==> config.mk <==
export PLATFORM = sky130hd
export DESIGN_NAME = ieee2flopoco_4_10
export DESIGN_NICKNAME = d
export VERILOG_FILES = /design/src/rtl/ieee2flopoco_4_10.sv
export SDC_FILE = /design/constraint.sdc
export NUM_CORES = 1
export LEC_CHECK = 0
export BUFFER_PORTS_ARGS = -buffer_cell sky130_fd_sc_hd__buf_2
export CORE_ASPECT_RATIO = 0.9
export CORE_MARGIN = 10
export CORE_UTILIZATION = 35
export CTS_CLUSTER_DIAMETER = 40
export CTS_CLUSTER_SIZE = 12
export DETAILED_ROUTE_END_ITERATION = 6
export PLACE_DENSITY_LB_ADDON = 0.08
export SYNTH_ARGS = -nofsm -noshare
export SYNTH_HDL_FRONTEND = slang
export SYNTH_SLANG_ARGS = --single-unit
==> constraint.sdc <==
create_clock -name clk -period 4.7 [get_ports clk]
set_clock_uncertainty 0.15 [all_clocks]
set_input_delay 0.47 -clock clk [delete_from_list [all_inputs] [get_ports clk]]
set_output_delay 0.47 -clock clk [all_outputs]
set_load 0.1 [all_outputs]
==> src/rtl/ieee2flopoco_4_10.sv <==
// Converts packed 1/4/10 binary operands to FloPoCo 17-bit {exc, sign, exp, frac}
// behind a 2-entry valid/ready elastic buffer. Optional macro: IEEE2FLOPOCO_FLUSH_COUNT_EN.
module ieee2flopoco_4_10 #(
  parameter int ID = 1
) (
  input  logic        clk,
  input  logic        rst,
  input  logic [14:0] in_data,
  input  logic        in_valid,
  output logic        in_ready,
  output logic [16:0] out_data,
  output logic        out_valid,
  input  logic        out_ready
`ifdef IEEE2FLOPOCO_FLUSH_COUNT_EN
  ,
  output logic [15:0] flush_count
`endif
);

  // ID is an instance tag only; this empty block just anchors it.
  if (ID == 0) begin : g_id_zero
  end

  // Handshake: a word moves on a rising edge only when valid and ready are both
  // high on the same side; valid never waits for ready, and in_ready depends on
  // registered state only, so out_ready has no combinational path to in_ready.
  logic [16:0] skid_data;
  logic        skid_valid;
  logic        in_fire;
  logic        out_fire;
  logic        out_load;
  logic        in_subnormal;

  function automatic logic [16:0] convert(input logic [14:0] d);
    logic       s;
    logic [3:0] e;
    logic [9:0] f;
    s = d[14];
    e = d[13:10];
    f = d[9:0];
    if (e == 4'd0)
      convert = {2'b00, s, 4'd0, 10'd0};
    else if (e == 4'hF && f == 10'd0)
      convert = {2'b10, s, 4'd0, 10'd0};
    else if (e == 4'hF)
      convert = {2'b11, s, e, f};
    else
      convert = {2'b01, s, e, f};
  endfunction

  assign in_ready     = ~skid_valid;
  assign in_fire      = in_valid & in_ready;
  assign out_fire     = out_valid & out_ready;
  assign out_load     = out_fire | ~out_valid;
  assign in_subnormal = (in_data[13:10] == 4'd0) && (in_data[9:0] != 10'd0);

  always_ff @(posedge clk) begin
    if (rst) begin
      out_valid  <= 1'b0;
      out_data   <= 17'd0;
      skid_valid <= 1'b0;
      skid_data  <= 17'd0;
    end else if (out_load) begin
      // Skid entry is always older than anything at the input, so it goes first.
      if (skid_valid) begin
        out_data   <= skid_data;
        out_valid  <= 1'b1;
        skid_valid <= 1'b0;
      end else if (in_fire) begin
        out_data  <= convert(in_data);
        out_valid <= 1'b1;
      end else begin
        out_valid <= 1'b0;
      end
    end else if (in_fire) begin
      skid_data  <= convert(in_data);
      skid_valid <= 1'b1;
    end
  end

`ifdef IEEE2FLOPOCO_FLUSH_COUNT_EN
  logic [15:0] flush_cnt_q;

  always_ff @(posedge clk) begin
    if (rst)
      flush_cnt_q <= 16'd0;
    else if (in_fire && in_subnormal && flush_cnt_q != 16'hFFFF)
      flush_cnt_q <= flush_cnt_q + 16'd1;
  end

  assign flush_count = flush_cnt_q;
`else
  logic unused_subnormal;
  assign unused_subnormal = in_subnormal;
`endif

endmodule

==> out/metrics.yaml, run 1 <==
setup-tns-final_ns: 0
utilization_pct: 43.2
drc: 0
power_leakage_nw: 0.706
synth_edf_count: 0
firstDrtPassIters: 4
async_flop_share_pct: 0
endpoint_kind: "output pin"
place.port_buffers: 37
rsz0062_at_grt: "no"
syn_area_mm2: 0.00147
nets: 209
relSlewSlack_pct: 34.1
yosysUniqueCellTypes: 30
drtAntennaViolNets: 0
cp_max_fo: 23
syn_avg_cell_area_um2: 9.42
synthesis.nets: 175
start_util_pct: 36.1
critical_path_class: "reg -> out"
worst-slew-pin-transition_ns: 0.987
htree_levels: 2
coreArea_mm2: 0.00407
synthTopCellsByCount: "dfxtp_1 (36), nor2_1 (20), nor3_1 (16), nand2_1 (14), a21oi_1 (11)"
yosysTopAreaCellShare_pct: 49.0
cts_tree: "done"
crit_path_start_kind: "flip-flop"
ys.flop_type: "dfxtp_1"
insertion_delay_ns: 0.28
drive_above_1_share_pct: 29.8
crit_chain: "inv_1 > buf_2"
path_buf_inv: 2
cts_setup_buffers: 0
clock-sinks: 36
cts_repair_resize_count: 0
antenna_cells: 0
die-area_mm2: 0.00720
grt_pass1_wl_um: 6420
path_clk_slew_ns: 0.07
min_path_type: "in -> reg"
final_cell_area_mm2: 0.00176
die_y_um: 81.5
vias_per_cell: 5.47
path_delay_family: "flip-flops"
clock_path_buffers: 2
ys_warn_count: 0
hold_viol_final: 0
synth_area_leaders: "dfxtp_1 (49%), a221oi_2 (10%), nor3_1 (5.4%), nor2_1 (5.1%), a21oi_1 (3.7%)"
ios: 38
first_global_vias: 1293
synth_seq_area_share_pct: 49.0
antenna_found_initial: 0
timing.fmax_mhz: 405
ir_drop_mv: 0.147
crit_path_top_delay_cell: "dfxtp_1"
place_congestion: 0.724
grt_usage_pct: 11.4
post_dp_cell_area_mm2: 0.00167
numCtsBuffers: 5
overflow: 0
vias: 1307
fin_crit_ns: 2.47
status: "finished clean"
setup_viol: 0
rows: 22
grt_max_degree: 32
syn_inst: 156
cp.required_ns: 4.08
dp_hpwl_um: 2940
p_per_area_mw_per_mm2: 414
fin_crit_sh_pct: 52.5
maxCapViolations: 0
ys_ff_latch: 36
avgRoutedWirePerCell_um: 16.7
critPathArrivalTime_ns: 1.85
yosys.area.top_type: "dfxtp_1"
clockRootBuffer: "clkbuf_8"
holdBufCountCts: 0
synthMostInstantiatedCell: "dfxtp_1"
drt_wl_total_um: 4000
area_growth_pct: 19.6
drtIter0Drc: 95
maxSlewViolCount: 0
max_stage_delay_ns: 0.97
chipWidth_um: 88.3
[report_power, final]
part | internal, mW | switching (mW)
logic | 0.0340 | 0.140
registers | 0.322 | 0.00951
clock network | 0.120 | 0.103
[layout by cell type (no fill, tap or decap), drive strengths merged, types with 2 or more instances in the layout]
master and instances:
buf 39, dfxtp 36, nor2 20, nor3 16, a221oi 15, nand2 14
a21oi 11, nand3 8, clkbuf 8, a22o 6, nor4 2
[kinds of logic after synthesis]
group                  Yosys count  synth area share [%]
AOI/OAI and AO/OA               38                  23.6
buffers and inverters           13                  4.51
muxes                            1                 0.681
DFF                             36                  49.0
and+or+nand+nor                 68                  22.2
[path summary, 6_finish.rpt]
| path | depth (start not counted) | slack (ns) | end | startpoint |
|---|---|---|---|---|
| max | 2 | 2.23 | in_ready | skid_valid |
| min | 2 | 0.30 | skid_data[7] | in_data[7] |
| max reg2reg | 4 | 2.37 | out_data[11] | skid_valid |
| min reg2reg | 2 | 0.31 | skid_data[0] | skid_data[0] |
[registers in the layout, indices dropped and copies added (netlist names)]
signal	cells
out_data	17
skid_data	17
out_valid	1
skid_valid	1
[layout make-up]
type,count,area [um2]
Sequential cell,36,721
Inverter,1,3.75
Multi-Input combinational cell,107,683
Tap cell,48,60.1
Clock buffer,8,90.1
Timing Repair Buffer,39,200
Fill cell,413,2320
[layer usage]
| layer | share of wire (%) | wire length [um] | up-vias | global-route usage (%) |
|---|---|---|---|---|
| met4 | 1.3 | 51 | 0 | 4.68 |
| met1 | 46 | 1830 | 621 | 13.9 |
| met2 | 45 | 1800 | 34 | 16.7 |
| met5 | 0 | 0 | - | 0 |
| li1 | - | - | 647 | - |
| met3 | 8.0 | 318 | 5 | 5.93 |
[worst register-to-register path: stages, from the launching register on]
cell	delay, ns
dfxtp_1	0.97
o21ai_1	0.45
buf_4	0.31
a221oi_1	0.23
nor3_1	0.08
[stage by stage]
step	hold WS [ns]	setup WS, ns	total power, mW	cells
floorplan	0.282	2.43	0.476	156
CTS	0.297	2.23	0.738	239
finish	0.303	2.23	0.728	239
detailed placement	0.301	2.41	0.513	231
global route	0.295	2.12	0.765	239
global placement	0.290	2.44	0.512	231
Power figures use the tool's default switching activity.
==> inputs of run 2 (changes only) <==
==> constraint.sdc (replaced) <==
create_clock -name clk -period 2.1 [get_ports clk]
set_clock_uncertainty 0.15 [all_clocks]
set_input_delay 0.21 -clock clk [delete_from_list [all_inputs] [get_ports clk]]
set_output_delay 0.21 -clock clk [all_outputs]
set_load 0.1 [all_outputs]
==> run 2 against run 1 <==
Net effect: sequential share of layout area fell by 0.79 points; register-to-register slack got worse by 2.1 ns; die area did not move; flip-flop and latch count did not move; utilization rose by 0.92 points; combinational power rose by 130%; critical path type unchanged; critical endpoint unchanged; largest cell class unchanged; largest power group unchanged.
==> out/metrics.yaml, run 2 (synthesis gave the netlist of run 1 again) <==
min_delay_worst_endpoint: "skid_data[14]"
cts_repair_resize_count: 0
avgRoutedWirePerCell_um: 16.3
maxSlewViolCount: 0
die_y_um: 81.5
rsz0062_at_grt: "no"
clock-sinks: 36
p_per_area_mw_per_mm2: 921
dp_hpwl_um: 2900
ios: 38
cp.required_ns: 1.74
timing.fmax_mhz: 545
die-area_mm2: 0.00720
place.port_buffers: 37
hold_viol_final: 0
first_global_vias: 1250
htree_levels: 2
holdBufCountCts: 0
hold_path_depth: 3
cts_setup_buffers: 0
reg2reg_from: "skid_valid"
status: "finished clean"
coreArea_mm2: 0.00407
maxCapViolations: 0
grt_usage_pct: 11.0
fin_crit_sh_pct: 87.4
setup_viol: 0
antenna_found_initial: 0
crit_path_start_kind: "flip-flop"
start_util_pct: 36.1
dpl_worst_slack_ns: 0.250
clockRootBuffer: "clkbuf_8"
ff_latch_area_um2: 722
holdWs_ns: 0.0267
cts_tree: "done"
mostFrequentLayoutCell: "buf_2"
critical_path_class: "reg -> out"
grt_pass1_wl_um: 6220
cp_max_fo: 13
final_cell_mix: "buf_2 (37), dfxtp_1 (35), nor2_1 (20), nor3_1 (16), nand2_1 (14)"
drtAntennaViolNets: 0
drc: 0
stdcell_count: 242
drt_wl_total_um: 3940
antenna_cells: 0
dp.cells: 235
insertion_delay_ns: 0.28
vias: 1297
min_path_type: "in -> reg"
finalPower_mw: 1.65
place_congestion: 0.750
firstDrtPassIters: 4
ir_drop_mv: 0.422
setup-tns-final_ns: 0
fillerInstances: 418
reg2reg_slack_ns: 0.30
power_leakage_nw: 0.731
nets: 213
grt_max_degree: 18
numCtsBuffers: 5
area_growth_pct: 22.1
relSlewSlack_pct: 63.8
chipWidth_um: 88.3
layout_setup_ws_ns: 0.266
path_clk_slew_ns: 0.07
r2r_cells: 4
min-delay-start: "in_data[14]"
vias_per_cell: 5.36
multi_input_area_um2: 683
drtIter0Drc: 79
post_dp_cell_area_mm2: 0.00170
overflow: 0
rows: 22
clock_path_buffers: 2
reg2reg_to: "skid_data[12]"
critPathArrivalTime_ns: 1.47
final_cell_area_mm2: 0.00180
drive_above_1_share_pct: 32.5
endpoint_kind: "output pin"
fin_crit_ns: 1.83
top_regs: "out_data x17, skid_data x17"
worst-slew-pin-transition_ns: 0.542
utilization_pct: 44.1
## run 2: changes by cell type in the layout (fill, tap and decap cells not counted), sizes merged
| cell | delta |
|---|---|
| buf | +4 |
| clkbuf | -1 |
## run 2: worst max-delay path by stage
stage	from	end	slack, ns	depth (start not counted)
floorplan	out_valid	skid_data[10]	0.19	5
global placement	in_data[13]	out_data[15]	0.28	5
detailed placement	in_data[13]	out_data[0]	0.25	5
CTS	skid_valid	in_ready	0.26	2
global route	skid_valid	in_ready	0.15	2
finish	skid_valid	in_ready	0.27	2
## run 2: layer usage
layer	up-vias	part of all wire, %	global-route usage [%]
met5	-	0	0
met1	600	47	14.6
li1	655	-	-
met3	5	7.5	4.06
met2	37	44	16.2
met4	0	0.79	3.87
## run 2: worst max-delay path: stages, from the launching register on
cell	delay, ns
dfxtp_1	0.66
inv_1	0.20
buf_2	0.34
## run 2: cell type report
cell class              count  share of cell area, %
inverters                   1                  0.209
flip-flops and latches     36                   40.2
repair buffers             43                   12.8
multi-input cells         107                   38.0
well taps                  48                   3.34
clock buffers               7                   5.37
## run 2: report_power, final
part           total [mW]  internal, mW  switching [mW]
clock network       0.518         0.292           0.226
logic               0.395        0.0810           0.314
registers           0.740         0.721          0.0197
